--- config.mk ---
export PLATFORM = sky130hd
export DESIGN_NAME = vending_controller
export DESIGN_NICKNAME = d
export VERILOG_FILES = /design/src/rtl/vending_controller.sv
export SDC_FILE = /design/constraint.sdc
export NUM_CORES = 1
export LEC_CHECK = 0
export BUFFER_PORTS_ARGS = -buffer_cell sky130_fd_sc_hd__clkbuf_2
export CORE_MARGIN = 2
export CORE_UTILIZATION = 40
export CTS_CLUSTER_SIZE = 8
export DETAILED_ROUTE_END_ITERATION = 10
export GPL_TIMING_DRIVEN = 0
export PLACE_DENSITY = 0.7
export SETUP_SLACK_MARGIN = 0.05
export SYNTH_ARGS = -nofsm -noshare
export SYNTH_HDL_FRONTEND = slang
export SYNTH_SLANG_ARGS = --single-unit
--- constraint.sdc ---
create_clock -name clk -period 10.6 [get_ports clk]
set_input_delay 1.06 -clock clk [delete_from_list [all_inputs] [get_ports clk]]
set_output_delay 1.06 -clock clk [all_outputs]
set_load 0.02 [all_outputs]
--- src/rtl/vending_controller.sv ---
// rtl/vending_controller.sv - coin/credit vending controller FSM with optional per-code stock (VEND_STOCK_EN)
module vending_controller #(
    parameter logic [3:0] PRICE0     = 4'd1,
    parameter logic [3:0] PRICE1     = 4'd2,
    parameter logic [3:0] PRICE2     = 4'd3,
    parameter logic [3:0] PRICE3     = 4'd4,
    parameter logic [2:0] STOCK_INIT = 3'd7
) (
    input  logic       clk,
    input  logic       rst,
    input  logic       coin_valid,
    input  logic [3:0] coin_value,
    input  logic       sel_valid,
    input  logic [1:0] sel_code,
    input  logic [2:0] sel_count,
    input  logic       cancel,
    input  logic       dispense_ack,
    output logic       dispense_req,
    output logic [1:0] dispense_code,
    output logic [2:0] dispense_count,
    output logic       change_valid,
    output logic [3:0] change_amount,
    output logic [3:0] credit,
    output logic       coin_reject,
    output logic       error
);
    typedef enum logic [1:0] {IDLE, COLLECT, DISPENSE, CHANGE} state_t;

    state_t     state, state_next;
    logic [3:0] credit_next;
    logic [1:0] code_next;
    logic [2:0] count_next;
    logic       coin_reject_next, error_next;
    logic       stock_take, stock_ok, coin_accept, shopping;
    logic [4:0] coin_sum, sel_total, disp_total;

    function automatic logic [4:0] price_total(input logic [1:0] code, input logic [2:0] count);
        logic [3:0] p;
        logic [7:0] prod;
        case (code)
            2'd0:    p = PRICE0;
            2'd1:    p = PRICE1;
            2'd2:    p = PRICE2;
            default: p = PRICE3;
        endcase
        prod = {4'd0, p} * {5'd0, count};
        return prod[4:0];
    endfunction

    assign coin_sum   = {1'b0, credit} + {1'b0, coin_value};
    assign sel_total  = price_total(sel_code, sel_count);
    assign disp_total = price_total(dispense_code, dispense_count);
    assign shopping   = (state == IDLE) || (state == COLLECT);

`ifdef VEND_STOCK_EN
    logic [2:0] stock [4];
    assign stock_ok = (stock[sel_code] >= sel_count);
`else
    assign stock_ok = 1'b1;
`endif

    // Any simultaneous cancel/selection wins over the coin, which is then bounced.
    assign coin_accept = coin_valid && shopping && !cancel && !sel_valid &&
                         (coin_value != 4'd0) && (coin_sum <= 5'd15);

    always_comb begin
        state_next       = state;
        credit_next      = credit;
        code_next        = dispense_code;
        count_next       = dispense_count;
        coin_reject_next = coin_valid && !coin_accept;
        error_next       = 1'b0;
        stock_take       = 1'b0;
        case (state)
            IDLE, COLLECT: begin
                if (cancel && state == COLLECT) begin
                    state_next = CHANGE;
                end else if (sel_valid) begin
                    if (sel_count != 3'd0 && sel_total <= {1'b0, credit} && stock_ok) begin
                        state_next = DISPENSE;
                        code_next  = sel_code;
                        count_next = sel_count;
                    end else begin
                        error_next = 1'b1;
                    end
                end else if (coin_accept) begin
                    credit_next = coin_sum[3:0];
                    state_next  = COLLECT;
                end
            end
            DISPENSE: begin
                if (dispense_ack) begin
                    credit_next = credit - disp_total[3:0];
                    stock_take  = 1'b1;
                    state_next  = (credit_next != 4'd0) ? CHANGE : IDLE;
                end
            end
            default: begin
                credit_next = 4'd0;
                state_next  = IDLE;
            end
        endcase
    end

    always_ff @(posedge clk) begin
        if (rst) begin
            state          <= IDLE;
            credit         <= 4'd0;
            dispense_code  <= 2'd0;
            dispense_count <= 3'd0;
            coin_reject    <= 1'b0;
            error          <= 1'b0;
        end else begin
            state          <= state_next;
            credit         <= credit_next;
            dispense_code  <= code_next;
            dispense_count <= count_next;
            coin_reject    <= coin_reject_next;
            error          <= error_next;
        end
    end

`ifdef VEND_STOCK_EN
    always_ff @(posedge clk) begin
        if (rst) begin
            for (int i = 0; i < 4; i++) stock[i] <= STOCK_INIT;
        end else if (stock_take) begin
            stock[dispense_code] <= stock[dispense_code] - dispense_count;
        end
    end
`endif

    assign dispense_req  = (state == DISPENSE);
    assign change_valid  = (state == CHANGE);
    assign change_amount = change_valid ? credit : 4'd0;
endmodule

==> results.yml <==
global_routing:
  grt_pass1_vias: 1115
  grt_pass1_wl_um: 4692
  antenna_found_initial: 0
  grt_usage_pct: 16.73
  globalRoute.totalOverflow: 0
  grt_max_degree: 11
sta:
  period_needed_ns: 4.102
  max_slew.worst_pin.slew_ns: 0.4852
  hold_viol_final: 0
  fin_skew_ns: 0.01074
  slew_headroom_pct: 67.65
  fin_ws_ns: 6.498
  slew_violations: 0
  tns_ns: 0
  finalCritPeriodShare_pct: 38.70
  max_freq_mhz: 243.8
  rsz0062_at_grt: "false"
  setup_violations: 0
finish:
  antenna_cells: 0
  area_delta_synth_final_pct: 18.47
  drive_gt1_share_pct: 20.54
  final_util_pct: 49.67
  fin_nets: 224
synthesis:
  yosysMostFrequentCell: "ha_1"
  yosys-top-cells-area: "dfxtp_1 (20%), ha_1 (18%), fa_1 (7.8%)"
  synth_top_area_share_pct: 20.33
  ys.flop_type: "dfxtp_1"
  synth_common_cells: "ha_1 (18), inv_1 (15), dfxtp_1 (13), nor2_1 (13), nand2_1 (9)"
  seq_area_frac_synth_pct: 20.33
  ys_warn_count: 0
  synth_edf_count: 0
  synthCells: 150
  syn_avg_cell_area_um2: 8.533
  ys_types: 35
  ys_async_sr_fraction_pct: 0
  syn_nets: 188
  ys_seq_elements: 13
  syn-cell-area_um2: 1280
  yosysTopAreaCell: "dfxtp_1"
power_and_ir_drop:
  leakagePower_nw: 0.7584
  power_density_nw_per_um2: 160.6
  vdd_drop_max_v: 0.00005211
  total_power_uw: 243.6
floorplanning:
  die_h_um: 60.57
  ios: 32
  start_util_pct: 41.93
  core-area_um2: 3053
  die_w_um: 60.57
  row_count: 20
  die_area_um2: 3669
clock_tree:
  cts_tree: "done"
  cts_buffer_depth: 2
  cts_made_buffers: 3
  clk_pin_slew_ns: 0.09
  clock-root-buffer: "clkbuf_4"
  post_cts_buffers: 0
  cts_sinks: 13
  insertion_delay_ns: 0.29
  post_cts.resized_instances: 0
  hold_buffers: 0
  cts_max_level: 1
setup_path:
  rrSetupSlack_ns: 7.53
  critPathRequiredTime_ns: 10.77
  start_kind: "input pin"
  setup.worst_path.end_class: "register"
  worstPathMaxFanout: 5
  cp_data_arrival_time_ns: 4.27
  worstRegToRegCells: 11
  worstSetupPathType: "in2reg"
route:
  vias: 1160
  vias_per_cell: 5.066
  postRouteAntennaNets: 0
  drt_first_pass_iters: 4
  drcViolationCount: 0
  first_iter_violations: 39
  wl_per_cell_um: 12.22
  wl_um: 2798
placement:
  port_buffers: 31
  dpl.hpwl_um: 2374
  preCtsSetupSlack_ns: 6.172
  gp_congestion: 0.7469
min_path:
  whs_path_depth: 2
  min_path_type: "reg2reg"
run_status:
  status: "finished, final reports clean"
job:
  drv_cap: 0
==> report_power, final <==
group | internal, mW | leakage [nW] | switching [mW]
clock | 0.0146 | 0.0150 | 0.0175
combinational | 0.0615 | 0.637 | 0.0797
sequential | 0.0575 | 0.106 | 0.0127
==> placed cells by master, fill, tap and decap left out, types with 2 or more instances in the layout <==
cell type / n
nand2_1: 9
nand2b_1: 2
a21oi_1: 7
o21ai_0: 2
fa_1: 5
dfxtp_1: 13
clkbuf_4: 3
mux2i_1: 8
a21o_1: 2
xor2_1: 4
nand3_1: 4
inv_1: 15
o22ai_1: 3
and2_1: 8
and3_1: 4
a211oi_1: 3
clkbuf_1: 4
clkbuf_2: 31
nor2b_1: 4
ha_1: 18
nor2_1: 13
nand4b_1: 2
xnor2_1: 7
==> final timing paths <==
| check | from | endpoint |
|---|---|---|
| worst max register to register | dispense_code[0] | state[0] |
| worst min register to register | dispense_code[1] | dispense_code[1] |
| worst min-delay path | dispense_code[1] | dispense_code[1] |
| worst max-delay path | sel_code[0] | state[0] |
==> cells by family after synthesis <==
| logic type | count (synthesis) | synth area share (%) |
|---|---|---|
| and+or+nand+nor | 55 | 23.07 |
| adders and majority gates | 23 | 25.42 |
| AOI/OAI and AO/OA | 22 | 12.12 |
| buffers and inverters | 18 | 5.278 |
| DFF | 13 | 20.33 |
| xor gates and xnor gates | 11 | 7.527 |
| muxes | 8 | 6.256 |
==> sequential cells by signal (all words and copies together), names as in the netlist <==
register / flops
credit: 4
dispense_count: 3
dispense_code: 2
state: 2
coin_reject: 1
error: 1
==> through the flow <==
stage,instances,hold WS [ns],instance area [µm²]
after global placement,225,0.5206,1490
after global routing,229,0.5684,1516
after detailed placement,225,0.5337,1490
after CTS,229,0.5478,1516
after floorplan,150,0.5257,1280
final,229,0.5424,1516
==> routing by layer <==
| layer | wire length, µm | track usage [%] |
|---|---|---|
| met1 | 1263 | 22.05 |
| met2 | 1428 | 28.42 |
| met3 | 92 | 3.198 |
| met4 | 13 | 3.727 |
| met5 | 0 | 0 |
==> cell type report <==
| type | count | area, µm² |
|---|---|---|
| Buffer | 3 | 11.26 |
| Clock buffer | 4 | 26.28 |
| Fill cell | 319 | 1536 |
| Inverter | 15 | 56.30 |
| Multi-Input combinational cell | 119 | 952.2 |
| Sequential cell | 13 | 260.3 |
| Tap cell | 44 | 55.05 |
| Timing Repair Buffer | 31 | 155.1 |
==> worst max-delay path, cell delays in order <==
cell	delay, ns
clkbuf_2	0.12
ha_1	0.31
nand2_1	0.08
fa_1	0.46
inv_1	0.07
ha_1	0.13
inv_1	0.05
fa_1	0.48
inv_1	0.04
ha_1	0.31
a21oi_1	0.16
nand3_1	0.09
a32o_2	0.26
a22o_1	0.28
a211oi_1	0.31
a2111oi_2	0.08
(Power assumes the default switching activity.)
